===== src/rtl/uart_alu_pkg.sv =====
// Shared types and constants for the UART ALU command core.
// Optional multiply support is enabled by defining ALU_MUL_EN.
package uart_alu_pkg;

   typedef enum logic [3:0] {
      S_OPCODE,
      S_RSV,
      S_LEN_LO,
      S_LEN_HI,
      S_ECHO,
      S_OPND,
      S_RESP,
      S_DRAIN,
      S_ERR
   } state_e;

   localparam logic [7:0] OP_ECHO  = 8'hEC;
   localparam logic [7:0] OP_ADD   = 8'hA0;
   localparam logic [7:0] OP_SUB   = 8'hA1;
   localparam logic [7:0] OP_MUL   = 8'h88;
   localparam logic [7:0] ERR_BYTE = 8'hEE;

   localparam int unsigned HDR_BYTES = 4;

   function automatic logic op_known(input logic [7:0] op);
`ifdef ALU_MUL_EN
      return (op == OP_ECHO) || (op == OP_ADD) || (op == OP_SUB) || (op == OP_MUL);
`else
      return (op == OP_ECHO) || (op == OP_ADD) || (op == OP_SUB);
`endif
   endfunction

   function automatic logic op_arith(input logic [7:0] op);
      return op_known(op) && (op != OP_ECHO);
   endfunction

endpackage


===== src/rtl/uart_alu_datapath.sv =====
// Accumulator, little-endian operand assembler and result serializer.
// The multiply path exists only when ALU_MUL_EN is defined.
module uart_alu_datapath
   import uart_alu_pkg::*;
#(
   parameter int unsigned OP_WIDTH = 32
) (
   input  logic       clk,
   input  logic       rst,
   input  logic       clear,
   input  logic       byte_en,
   input  logic [7:0] byte_in,
   input  logic [7:0] opcode,
   input  logic       shift,
   output logic [7:0] res_byte
);

   localparam int unsigned OP_BYTES = OP_WIDTH / 8;

   logic [OP_WIDTH-1:0] acc_q, acc_d;
   logic [OP_WIDTH-1:0] op_q, op_d;
   logic [OP_WIDTH-1:0] op_full;
   logic [OP_WIDTH-1:0] alu_res;
   logic [7:0]          idx_q, idx_d;
   logic                first_q, first_d;

   // Bytes arrive LSB first and shift in from the top.
   assign op_full  = OP_WIDTH'({byte_in, op_q} >> 8);
   assign res_byte = acc_q[7:0];

   always_comb begin
      alu_res = acc_q;
      unique case (opcode)
         OP_ADD:  alu_res = acc_q + op_full;
         OP_SUB:  alu_res = acc_q - op_full;
`ifdef ALU_MUL_EN
         OP_MUL:  alu_res = acc_q * op_full;
`endif
         default: alu_res = acc_q;
      endcase
   end

   always_comb begin
      acc_d   = acc_q;
      op_d    = op_q;
      idx_d   = idx_q;
      first_d = first_q;
      if (clear) begin
         acc_d   = '0;
         op_d    = '0;
         idx_d   = '0;
         first_d = 1'b1;
      end else if (byte_en) begin
         op_d = op_full;
         if (idx_q == 8'(OP_BYTES - 1)) begin
            idx_d   = '0;
            first_d = 1'b0;
            acc_d   = first_q ? op_full : alu_res;
         end else begin
            idx_d = idx_q + 8'd1;
         end
      end else if (shift) begin
         acc_d = acc_q >> 8;
      end
   end

   always_ff @(posedge clk or negedge rst) begin
      if (!rst) begin
         acc_q   <= '0;
         op_q    <= '0;
         idx_q   <= '0;
         first_q <= 1'b0;
      end else begin
         acc_q   <= acc_d;
         op_q    <= op_d;
         idx_q   <= idx_d;
         first_q <= first_d;
      end
   end

endmodule


===== src/rtl/uart_alu_core.sv =====
// Packet parser/controller between uart_rx and uart_tx byte streams.
// Define ALU_MUL_EN to accept the multiply opcode.
module uart_alu_core
   import uart_alu_pkg::*;
#(
   parameter int unsigned OP_WIDTH = 32,
   parameter int unsigned MAX_LEN  = 16'hFFFF
) (
   input  logic       clk,
   input  logic       rst,
   input  logic [7:0] s_axis_tdata,
   input  logic       s_axis_tvalid,
   output logic       s_axis_tready,
   output logic [7:0] m_axis_tdata,
   output logic       m_axis_tvalid,
   input  logic       m_axis_tready,
   output logic       busy,
   output logic       err_o
);

   localparam int unsigned OP_BYTES = OP_WIDTH / 8;

   state_e      state_q, state_d;
   logic [7:0]  opcode_q, opcode_d;
   logic [7:0]  len_lo_q, len_lo_d;
   logic [15:0] pay_len_q, pay_len_d;
   logic [15:0] cnt_q, cnt_d;
   logic        err_q, err_d;

   logic        s_rdy;
   logic        s_hs, m_hs;
   logic [15:0] len_full, pay_full;
   logic        len_short, len_bad, misaligned;
   logic        dp_clear, dp_byte_en, dp_shift;
   logic [7:0]  dp_res_byte;

   assign len_full   = {s_axis_tdata, len_lo_q};
   assign pay_full   = len_full - 16'(HDR_BYTES);
   assign len_short  = len_full < 16'(HDR_BYTES);
   assign len_bad    = len_short || (32'(len_full) > MAX_LEN);
   assign misaligned = (32'(pay_full) % OP_BYTES) != 32'd0;

   assign s_hs = s_axis_tvalid && s_rdy;
   assign m_hs = m_axis_tvalid && m_axis_tready;

   always_comb begin
      state_d       = state_q;
      opcode_d      = opcode_q;
      len_lo_d      = len_lo_q;
      pay_len_d     = pay_len_q;
      cnt_d         = cnt_q;
      s_rdy         = 1'b0;
      m_axis_tvalid = 1'b0;
      m_axis_tdata  = 8'h00;
      dp_clear      = 1'b0;
      dp_byte_en    = 1'b0;
      dp_shift      = 1'b0;
      unique case (state_q)
         S_OPCODE: begin
            s_rdy = 1'b1;
            if (s_hs) begin
               opcode_d = s_axis_tdata;
               state_d  = S_RSV;
            end
         end
         S_RSV: begin
            s_rdy = 1'b1;
            if (s_hs) state_d = S_LEN_LO;
         end
         S_LEN_LO: begin
            s_rdy = 1'b1;
            if (s_hs) begin
               len_lo_d = s_axis_tdata;
               state_d  = S_LEN_HI;
            end
         end
         S_LEN_HI: begin
            s_rdy = 1'b1;
            if (s_hs) begin
               cnt_d     = '0;
               dp_clear  = 1'b1;
               pay_len_d = len_short ? 16'd0 : pay_full;
               if (!op_known(opcode_q) || len_bad) begin
                  state_d = (len_short || pay_full == 16'd0) ? S_ERR : S_DRAIN;
               end else if (opcode_q == OP_ECHO) begin
                  state_d = (pay_full == 16'd0) ? S_OPCODE : S_ECHO;
               end else if (pay_full == 16'd0) begin
                  state_d = S_ERR;
               end else if (misaligned) begin
                  state_d = S_DRAIN;
               end else begin
                  state_d = S_OPND;
               end
            end
         end
         S_ECHO: begin
            m_axis_tdata  = s_axis_tdata;
            m_axis_tvalid = s_axis_tvalid;
            s_rdy         = m_axis_tready;
            if (s_hs) begin
               cnt_d = cnt_q + 16'd1;
               if (cnt_q == pay_len_q - 16'd1) state_d = S_OPCODE;
            end
         end
         S_OPND: begin
            s_rdy = 1'b1;
            if (s_hs) begin
               dp_byte_en = 1'b1;
               cnt_d      = cnt_q + 16'd1;
               if (cnt_q == pay_len_q - 16'd1) begin
                  cnt_d   = '0;
                  state_d = S_RESP;
               end
            end
         end
         S_RESP: begin
            m_axis_tvalid = 1'b1;
            m_axis_tdata  = dp_res_byte;
            if (m_hs) begin
               dp_shift = 1'b1;
               cnt_d    = cnt_q + 16'd1;
               if (cnt_q == 16'(OP_BYTES - 1)) state_d = S_OPCODE;
            end
         end
         S_DRAIN: begin
            s_rdy = 1'b1;
            if (s_hs) begin
               cnt_d = cnt_q + 16'd1;
               if (cnt_q == pay_len_q - 16'd1) state_d = S_ERR;
            end
         end
         S_ERR: begin
            m_axis_tvalid = 1'b1;
            m_axis_tdata  = ERR_BYTE;
            if (m_hs) state_d = S_OPCODE;
         end
         default: state_d = S_OPCODE;
      endcase
   end

   assign err_d = (state_d == S_ERR) && (state_q != S_ERR);

   always_ff @(posedge clk or negedge rst) begin
      if (!rst) begin
         state_q   <= S_OPCODE;
         opcode_q  <= '0;
         len_lo_q  <= '0;
         pay_len_q <= '0;
         cnt_q     <= '0;
         err_q     <= 1'b0;
      end else begin
         state_q   <= state_d;
         opcode_q  <= opcode_d;
         len_lo_q  <= len_lo_d;
         pay_len_q <= pay_len_d;
         cnt_q     <= cnt_d;
         err_q     <= err_d;
      end
   end

   // Ready is forced low while reset is held even though the idle state accepts bytes.
   assign s_axis_tready = s_rdy && rst;
   assign busy          = (state_q != S_OPCODE);
   assign err_o         = err_q;

   uart_alu_datapath #(
      .OP_WIDTH (OP_WIDTH)
   ) u_datapath (
      .clk      (clk),
      .rst      (rst),
      .clear    (dp_clear),
      .byte_en  (dp_byte_en),
      .byte_in  (s_axis_tdata),
      .opcode   (opcode_q),
      .shift    (dp_shift),
      .res_byte (dp_res_byte)
   );

endmodule


===== config.mk =====
export PLATFORM = sky130hd
export DESIGN_NAME = uart_alu_core
export DESIGN_NICKNAME = d
export VERILOG_FILES = /design/src/rtl/uart_alu_pkg.sv /design/src/rtl/uart_alu_datapath.sv /design/src/rtl/uart_alu_core.sv
export SDC_FILE = /design/constraint.sdc
export NUM_CORES = 1
export LEC_CHECK = 0
export BUFFER_PORTS_ARGS = -buffer_cell sky130_fd_sc_hd__buf_2
export CORE_AREA = 5 5 147 149
export CTS_BUF_LIST = sky130_fd_sc_hd__clkbuf_16
export DETAILED_ROUTE_END_ITERATION = 10
export DIE_AREA = 0 0 152 154
export GPL_TIMING_DRIVEN = 1
export PLACE_DENSITY = 0.59
export SYNTH_ARGS = -nofsm -noshare
export SYNTH_HDL_FRONTEND = slang
export SYNTH_SLANG_ARGS = --single-unit

===== constraint.sdc =====
create_clock -name clk -period 5.85 [get_ports clk]
set_input_delay 0.2925 -clock clk [delete_from_list [all_inputs] [get_ports clk]]
set_output_delay 0.2925 -clock clk [all_outputs]
set_load 0.03 [all_outputs]

==> results.md, run 1 <==
* Die ar. at 23400 um^2
* Reg2Reg Depth at 14
* Post-Syn Instances at approximately 1000
* Final worst path period need at 5.09 ns
* Vias after detailed routing at between 8000 and 9000
* GRT Total Usage at ~22%
* GR Overflow Total at 0
* Die X at 152 um
* Diodes inserted at 0
* Grt met2 use at 34.1%
* Library cells used by synthesis at 71
* Port Buffers at 23
* Reg2Reg Setup Slack at 0.76 ns
* Inserted Clock Buffers at 17
* Sequential area share after synthesis at between 30% and 40%
* Async SR Flop Fraction at between 90% and 100%
* Busiest grt layer: met2
* Vias in the first global route at 7598
* Slowest CP cell: nand2_1
* Syn_nets at 1097
* Largest net degree at the start of global routing at 74
* Status: complete, no violations
* RSZ-0062 raised after global routing: no
* First-pass iteration count of the detailed router at 6
* Family with the most delay on the worst path: compound AO/OA/AOI/OAI gates
* #FFs+latches synth at 118
* Max-cap viol count at 0
* Syn-to-layout area delta at 10.3%
* Routability cong. at roughly 0.92
* Synth Flop Type: dfrtp_1
* Post-synthesis instance area at 8820 um^2
* WL final at around 26 mm
* CTS tree: yes
* Rows at 52
* FF-to-FF End: u_datapath.acc_q[31]
* Slew Viols, Final at 0
* Crit-path cells: or3_1 > nor4_1 > nand2_1 > o21ai_0 > inv_1 > ha_1 > nor2b_1 > o31ai_1 > a211oi_1 > o31ai_1 > a211oi_1 > o21a_1 > and4b_2 > o31ai_1
* # setup viols final at 0
* Die Ht at roughly 150 um
* Hold slack at around 0.33 ns
* Critical Path Start Type: flop
* Levels on crit path at 14
* Iteration-0 DRC Markers at 763
* Root Driver: clkbuf_16
* Most common cell after layout, fill and taps aside: dfrtp_1
* Clock transition at the registers of the reported paths at 0.06 ns
* Highest Clock Rate at 196 MHz
* Clock skew at between 0.009 and 0.01 ns
* GR Util met3 at ~3.8%
* Initial Util at ~44%
* Hold WC Path Type: in -> reg
* WL/cell at 19.9 um
* Element type at the critical path end: flop
* EDFF count, synth at 0
* Worst path arrival time at 5.41 ns
* Setup TNS at 0 ns
* Nets at 1079
* CTS Sinks at ~120
* Clock buffer depth at 2
* Critical Path Fanout Max at 18
* Setup bufs post-CTS at 0
* Remaining DRCs at 0
* Filler cells at 1997
* Final hold violations at 0
* CP bufs+invs at 1
* Ports at 24
* Mapped Avg Cell Area at 8.43 um^2
* Max_slew headroom at 25.5%
* Skew-Pair Late Insertion Delay at 0.42 ns
* Critical R2R Launch: opcode_q[3]
* Critical Path RT at a little over 6 ns
* DR vias/cell at 6.12
* Crit path from: opcode_q[3]
* Max H-tree Level at 4
* Crit Path Class: reg -> reg
* First-pass GRT wire length at roughly 42 mm
* Worst setup path endpoint: u_datapath.acc_q[31]
* Core box area at 20000 um^2
* Worst-Margin Slew at 1.11 ns
* Dpl hpwl at between 15 and 20 mm
* Period utilisation layout at 87.0%
* Most frequent cells in the layout: 118 x dfrtp_1, 96 x nand2_1, 90 x nor2_1
* Number of antenna violations at the first check in global routing at 0
* M1 GR Usage at 32.4%
* Most used cell, CP: o31ai_1
* Critical path's largest stage delay at 0.61 ns
* Layout cells sized above 1 at 9.32%
* Synth warnings at 0
* Antenna-violating nets left at 0
-- cells by family after synthesis --
logic type               after synthesis  synth area share, %
flip-flops                           118                 33.5
buffers and inverters                 96                 4.20
XOR/XNOR                              79                 7.84
AND/OR/NAND/NOR                      381                 22.0
multiplexers                          28                 3.43
AO/OA/AOI/OAI                        307                 23.6
adder cells (fa/ha/maj)               38                 5.47
-- per-layer routing --
layer / part of all wire [%] / up-vias
li1: - / 3843
met1: 48 / 3855
met2: 45 / 290
met3: 6.2 / 38
met4: 1.7 / 0
met5: 0 / -
-- state kept, by name (all words and copies together) (netlist names) --
| signal | cells |
|---|---|
| u_datapath.acc_q | 32 |
| u_datapath.op_q | 24 |
| cnt_q | 16 |
| pay_len_q | 16 |
| len_lo_q | 8 |
| opcode_q | 8 |
| u_datapath.idx_q | 8 |
| state_q | 4 |
| err_o | 1 |
| u_datapath.first_q | 1 |
-- cell type report --
| class | count | area [um^2] | share of cell area [%] |
|---|---|---|---|
| clock buffer | 17 | 425 | 4.37 |
| clock inverter | 14 | 214 | 2.20 |
| inverter | 27 | 101 | 1.04 |
| multi-input combinational | 833 | 5520 | 56.7 |
| sequential | 118 | 2950 | 30.3 |
| tap | 270 | 338 | 3.47 |
| timing repair buffer | 32 | 188 | 1.93 |
-- stage by stage --
step / util (%) / std cells / setup slack [ns] / cell area (um^2)
CTS: 48.6 / 1311 / 0.800 / 9730
global placement: 45.3 / 1279 / 1.16 / 9080
global route: 48.6 / 1311 / 0.157 / 9730
finish: 48.6 / 1311 / 0.761 / 9730
detailed placement: 45.3 / 1279 / 0.822 / 9080
floorplan: - / 1047 / 1.74 / 8820
-- how the worst min path moves through the flow --
stage	from	to	slack, ns	depth (start not counted)
floorplan	rst	cnt_q[0]	-0.003	0
global placement	rst	cnt_q[8]	0.34	1
detailed placement	rst	cnt_q[8]	0.35	1
CTS	s_axis_tdata[7]	u_datapath.op_q[31]	0.30	2
global route	s_axis_tdata[7]	u_datapath.op_q[31]	0.33	2
finish	s_axis_tdata[7]	u_datapath.op_q[31]	0.33	2
-- cell usage after synthesis, types with 5 or more instances --
library cell,count,area (um^2)
nand4_1,13,81.3
and3_1,23,144
o211ai_1,5,37.5
nor3_1,30,150
and2_1,6,37.5
o21ai_0,61,305
nor3b_1,6,45.0
o21a_1,14,105
o31ai_1,27,203
nand2b_1,19,119
inv_1,27,101
xnor2_1,45,394
nand2_1,96,360
a21o_1,11,82.6
nor2_1,92,345
or4_1,8,60.1
clkbuf_1,54,203
a31oi_1,8,50.1
or3_1,10,62.6
o41ai_1,5,43.8
a211oi_1,13,97.6
ha_1,37,463
mux2_2,18,203
a21oi_1,77,385
nor4_1,13,81.3
nand3_1,26,130
dfrtp_1,118,2950
and4_1,5,43.8
mux2i_1,10,100
a22o_1,25,219
nor2b_1,10,62.6
xor2_1,34,298
buf_1,12,45.0
a221oi_1,14,123
-- timing repair --
| item | CTS | global route |
|---|---|---|
| hold buffers | 1 | 0 |
| gates resized for setup | 0 | 0 |
| endpoints found under the hold margin | 45 | 0 |
Power of run 1 is left out: the tool's default activity adds up to more than one toggle a clock period on the data nets, which glitch-free logic cannot reach.
==> run 2, diff against run 1 <==
--- a/config.mk
+++ b/config.mk
@@ -6,12 +6,13 @@
 export NUM_CORES = 1
 export LEC_CHECK = 0
 export BUFFER_PORTS_ARGS = -buffer_cell sky130_fd_sc_hd__buf_2
-export CORE_AREA = 5 5 147 149
+export CORE_AREA = 5 5 152 154
 export CTS_BUF_LIST = sky130_fd_sc_hd__clkbuf_16
 export DETAILED_ROUTE_END_ITERATION = 10
-export DIE_AREA = 0 0 152 154
+export DIE_AREA = 0 0 157 159
 export GPL_TIMING_DRIVEN = 1
 export PLACE_DENSITY = 0.59
 export SYNTH_ARGS = -nofsm -noshare
 export SYNTH_HDL_FRONTEND = slang
+export SYNTH_HIERARCHICAL = 1
 export SYNTH_SLANG_ARGS = --single-unit
==> run 2 against run 1 <==
  * Clock-buffer cell count unchanged
  * Hold slack better by 0.019 ns
  * Wire length up 10%
  * Clock skew up 0.0030 ns
  * Critical path depth up 1
==> results.md, run 2 <==
* Pre-CTS WS at 1.45 ns
* Clock skew at 0.0120 ns
* Synth area leader: dfrtp_1
* Die Ht at 159 um
* Fin area at 10300 um^2
* Number of antenna violations at the first check in global routing at 0
* Skew-Pair Late Insertion Delay at 0.42 ns
* Period utilisation layout at about three quarters
* Hold buffer count at CTS at 1
* Rows at 54
* Vias after detailed routing at 8600
* Critical Path Start Type: flop
* Family with the most delay on the worst path: compound AO/OA/AOI/OAI gates
* Area post-placement at approximately 10000 um^2
* Dpl hpwl at ~21 mm
* Hold slack at 0.351 ns
* RSZ-0062 raised after global routing: no
* CTS tree: yes
* Most common cell after layout, fill and taps aside: nor2_1
* Iteration-0 DRC Markers at 827
* Sequential area share after synthesis at a little over 30%
* GRT Total Usage at 22.8%
* Status: complete, no violations
* PostCTS Resize Cnt at 0
* Setup slack after layout at 1.37 ns
* Max reg flops at 32
* Most used cell, CP: o21ai_0
* EDFF count, synth at 0
* Nets at 1188
* Clock transition at the registers of the reported paths at roughly 0.060 ns
* Top reg by flops: u_datapath/acc_q
* Vias in the first global route at 7974
* Setup bufs post-CTS at 0
* Largest net degree at the start of global routing at 62
* Post-Syn Instances at 1162
* Setup TNS at 0 ns
* Filler cells at 2101
* WL/cell at 20.1 um
* Crit-path cells: nand4bb_1 > nor4_1 > buf_4 > nand2_1 > o21ai_0 > inv_1 > ha_1 > nor2b_1 > o21ai_0 > o21ai_0 > a21oi_1 > a2bb2oi_1 > a21oi_1 > mux2_2 > a211oi_1
* Final hold violations at 0
* # setup viols final at 0
* Mapped Avg Cell Area at around 8.2 um^2
* Initial Util at 44.1%
* Pwr Density at 556 nW/um^2
* Synth warnings at 6
* Crit Path Class: reg -> reg
* Antenna-violating nets left at 0
* GR Overflow Total at 0
* Syn-to-layout area delta at 8.36%
* Top flop regs: u_datapath/acc_q (32), u_datapath/op_q (24)
* Diodes inserted at 0
* Slew Viols, Final at 0
* Worst path arrival time at 4.81 ns
* Syn_nets at 1212
* Synth area leaders: dfrtp_1 31%, nor2_1 4.9%, ha_1 4.9%
* Layout cells sized above 1 at 10.4%
* Die ar. at 25000 um^2
* Routability cong. at 0.942
* Clock buffer depth at 2
* WL final at 28.7 mm
* Synth Flop Type: dfrtp_1
* Final worst path period need at 4.48 ns
* Die X at between 150 and 200 um
* Hold WC Path Type: in -> reg
* First-pass iteration count of the detailed router at 6
* Max-cap viol count at 0
* Critical Path RT at 6.18 ns
* Ports at 24
* #FFs+latches synth at about 120
* Commonest cells in the netlist: 125 x nor2_1, 118 x dfrtp_1, 117 x nand2_1
* Max H-tree Level at 4
* DR vias/cell at 6.01
* Remaining DRCs at 0
* Worst-Margin Slew at 0.965 ns
* CTS Sinks at between 100 and 150
* Highest Clock Rate at 223 MHz
* Slowest CP cell: a2bb2oi_1
* Root Driver: clkbuf_16
* Core box area at 21600 um^2
* Post-layout util at between 40% and 50%
* Element type at the critical path end: flop
* Top-count cell post-synth: nor2_1
* Post-synthesis instance area at 9510 um^2
* Area of the multi-input gates at 6110 um^2
* Inserted Clock Buffers at 17
* CP bufs+invs at 2
* Leak Pwr at 4.38 nW
* Critical Path Fanout Max at 18
* Library cells used by synthesis at 87
* Async SR Flop Fraction at between 90% and 100%
* Most frequent cells in the layout: 124 x nor2_1, 118 x dfrtp_1, 117 x nand2_1
* Worst VDD drop at 0.217 mV
* Critical path's largest stage delay at 0.64 ns
* Reg area at between 2000 and 3000 um^2
* First-pass GRT wire length at between 40 and 50 mm
* Max_slew headroom at 35.5%
* Synth top area share at 31.0%
* Port Buffers at 23
[run 2: path summary, 6_finish.rpt]
path                                  from              endpoint  slack [ns]  cells after the start
max in group asynchronous              rst           len_lo_q[2]        4.03                      3
min reg2reg                  pay_len_q[15]         pay_len_q[15]        0.50                      2
max reg2reg                    opcode_q[6]  u_datapath/acc_q[19]        1.37                     15
max                            opcode_q[6]  u_datapath/acc_q[19]        1.37                     15
min in group asynchronous              rst   u_datapath/acc_q[3]        0.51                      2
min                        s_axis_tdata[1]   u_datapath/op_q[25]        0.35                      3
[run 2: cell families (layout without fill, tap and decap cells)]
family | count (synthesis) | in the layout | share of synthesized area, %
fa+ha+maj | 38 | 38 | 5.08
flops | 118 | 118 | 31.0
compound gates | 302 | 302 | 20.7
simple gates | 446 | 446 | 23.7
buf+inv | 109 | 97 | 4.79
xor+xnor | 93 | 93 | 8.56
mux | 56 | 56 | 6.13
[run 2: metrics by stage]
| stage | std cells | power, mW |
|---|---|---|
| 2_1_floorplan | 1162 | 3.88 |
| 6_report | 1430 | 5.73 |
| 4_1_cts | 1430 | 5.70 |
| 3_3_place_gp | 1398 | 4.62 |
| 5_1_grt | 1430 | 6.15 |
| 3_5_place_dp | 1398 | 4.65 |
[run 2: area by class of cell]
class,count,share of cell area [%]
repair buffers,36,2.11
flip-flops and latches,118,28.6
clock buffers,17,4.13
multi-input cells,935,59.3
clock inverters,14,1.34
well taps,280,3.40
inverters,30,1.09
[run 2: power by group]
group,internal [mW],switching (mW)
clock,0.621,0.407
combinational,1.23,1.88
sequential,1.11,0.496
[run 2: worst min-delay path, cell delays in order]
cell     delay [ns]
buf_2          0.21
mux2i_1        0.17
nor2_1         0.05
[run 2: metal layers]
layer  part of all wire (%)  GRT usage [%]  up-vias  wire length, um
met2                     44           33.3      258            12700
met1                     49           34.3     4175            14100
met4                    1.9           5.88        0              536
met5                      0              0        -                0
li1                       -              -     4132                -
met3                    5.0           4.43       35             1430
Power figures use the tool's default switching activity.
==> run 3, diff against run 2 <==
--- a/config.mk
+++ b/config.mk
@@ -11,7 +11,7 @@
 export DETAILED_ROUTE_END_ITERATION = 10
 export DIE_AREA = 0 0 157 159
 export GPL_TIMING_DRIVEN = 1
-export PLACE_DENSITY = 0.59
+export PLACE_DENSITY = 0.61
 export SYNTH_ARGS = -nofsm -noshare
 export SYNTH_HDL_FRONTEND = slang
 export SYNTH_HIERARCHICAL = 1
==> constraint.sdc (replaced) <==
create_clock -name clk -period 3.8 [get_ports clk]
set_input_delay 0.19 -clock clk [delete_from_list [all_inputs] [get_ports clk]]
set_output_delay 0.19 -clock clk [all_outputs]
set_load 0.03 [all_outputs]
==> run 3 against run 2 <==
  * The flow now finishes with violations (negative setup slack)
  * Register-to-register slack got worse by 1.6 ns
  * Flip-flop and latch count unchanged
  * Global-route usage up 1.7 points
  * Critical path type unchanged
  * Largest cell class unchanged
==> results.md, run 3 (same netlist as run 2, synthesis figures left out) <==
* Core box area at around 22000 um^2
* Nets at ~1300
* Slowest CP cell: or3_4
* Tot Pwr at between 10 and 15 mW
* Routability cong. at 0.925
* Die ar. at 25000 um^2
* Failing checks: negative setup slack
* Post-layout util at 54.9%
* Top flop regs: u_datapath/acc_q (32), u_datapath/op_q (24)
* Inserted Clock Buffers at 17
* Max H-tree Level at 4
* Final worst path period need at roughly 4 ns
* Hold slack at 0.235 ns
* Sw frac at around 46%
* Status: finished with violations
* Critical Path Fanout Max at 4
* Leak Pwr at 5.19 nW
* Period utilisation layout at 105%
* Clock buffer depth at 2
* Levels on crit path at 14
* First-pass GRT wire length at 49.3 mm
* Crit-path cells: or3_4 > or3_4 > or3_4 > buf_4 > nor3_4 > nand2_2 > o41ai_2 > xor2_1 > ha_1 > buf_4 > a21boi_1 > or3_1 > o211ai_1 > o21ai_1
* Reg2Reg Depth at 14
* Rows at 54
* Max reg flops at 32
* Antenna-violating nets left at 0
* Most used cell, CP: or3_4
* Die X at 157 um
* DR vias/cell at 5.94
* Filler cells at between 2000 and 2500
* Clock power share at 16.7%
* CP bufs+invs at 2
* Logic pwr share at 60.9%
* Number of antenna violations at the first check in global routing at 0
* Remaining DRCs at 0
* Setup TNS at -0.679 ns
* Iteration-0 DRC Markers at 767
* Hold WC Path Type: in -> reg
* Slew Viols, Final at 0
* Top reg by flops: u_datapath/acc_q
* Critical path's largest stage delay at 0.40 ns
* Most common cell after layout, fill and taps aside: buf_4
* RSZ-0062 raised after global routing: yes
* Max_slew headroom at 34.7%
* Root Driver: clkbuf_16
* Sequential share of power at 22.4%
* Hold Path Cell Cnt at 3
* Clock transition at the registers of the reported paths at 0.06 ns
* Skew-Pair Late Insertion Delay at ~0.43 ns
* Initial Util at 44.1%
* Internal at 5.74 mW
* Diodes inserted at 0
* Highest Clock Rate at 250 MHz
* Vias in the first global route at 8874
* WL/cell at 19.3 um
* GRT Total Usage at 24.5%
* Largest net degree at the start of global routing at 54
* Family with the most delay on the worst path: simple AND/OR/NAND/NOR gates
* Setup slack after layout at -0.200 ns
* Worst-Margin Slew at 0.975 ns
* Die Ht at ~160 um
* CTS Sinks at 118
* CTS tree: yes
* Critical Path Start Type: flop
* Worst VDD drop at 0.367 mV
* First-pass iteration count of the detailed router at 5
* WL final at 30.5 mm
* # setup viols final at 5
* Most frequent cells in the layout: 159 x buf_4, 120 x nor2_1, 118 x dfrtp_1
* Reg area at 2950 um^2
* Vias after detailed routing at 9386
* Ports at 24
* Syn-to-layout area delta at 24.5%
* Clock skew at roughly 0.014 ns
* Layout cells sized above 1 at approximately 25%
* Area of the multi-input gates at roughly 6500 um^2
* Final hold violations at 0
* Critical Path RT at 4.11 ns
* Element type at the critical path end: flop
* Dpl hpwl at between 20 and 25 mm
* Worst path arrival time at 4.31 ns
* Crit Path Class: reg -> reg
* Switching Power at 4.80 mW
* Port Buffers at 23
* Max-cap viol count at 0
* GR Overflow Total at 0
* Pwr Density at 890 nW/um^2
==> run 3: path summary, 6_finish.rpt <==
check                                       end                 from  slack, ns
max                        u_datapath/acc_q[30]  u_datapath/op_q[19]      -0.20
min                         u_datapath/op_q[29]      s_axis_tdata[5]       0.23
max reg2reg                u_datapath/acc_q[30]  u_datapath/op_q[19]      -0.20
min reg2reg                       pay_len_q[15]        pay_len_q[15]       0.50
max in group asynchronous   u_datapath/op_q[21]                  rst       2.46
min in group asynchronous    u_datapath/op_q[9]                  rst       0.36
==> run 3: timing repair <==
action,in CTS,in global routing
hold endpoints to repair,50,0
setup endpoints to repair,14,17
pin swaps,14,24
gates resized for setup,28,53
buffers inserted,1,13
hold buffers,1,0
==> run 3: per-stage QoR <==
step | std cells | worst slack, ns | instance area (um^2)
after floorplan | 1162 | -0.158 | 9530
after global placement | 1533 | -0.303 | 10800
after detailed placement | 1533 | -0.368 | 10800
after CTS | 1566 | -0.101 | 11500
after global routing | 1579 | -0.328 | 11800
final | 1579 | -0.200 | 11800
==> run 3: area by class of cell <==
class,count,share of cell area (%)
Multi-Input combinational cell,935,54.5
Sequential cell,118,24.9
Timing Repair Buffer,184,11.4
Clock buffer,17,3.59
Tap cell,280,2.96
Clock inverter,15,1.72
Inverter,30,0.951
==> run 3: worst register-to-register path: cells and delay by family (launching register included) <==
| kind | cells | cell delay (ns) |
|---|---|---|
| compound gates | 4 | 0.64 |
| xor+xnor | 1 | 0.31 |
| fa+ha+maj | 1 | 0.33 |
| buf+inv | 2 | 0.31 |
| flops | 1 | 0.39 |
| simple gates | 6 | 1.92 |
==> run 3: power groups by stage <==
stage	clock network, mW	registers [mW]	logic (mW)
2_1_floorplan	0	2.09	3.90
3_3_place_gp	0	2.31	5.90
3_5_place_dp	0	2.32	5.94
4_1_cts	1.77	2.32	6.07
5_1_grt	1.82	2.43	7.01
6_report	1.76	2.36	6.42
==> run 3: metal layers <==
layer,track usage (%),share of wire [%]
met1,36.4,46
met2,37.2,45
met3,3.97,6.7
met4,5.72,1.8
met5,0,0
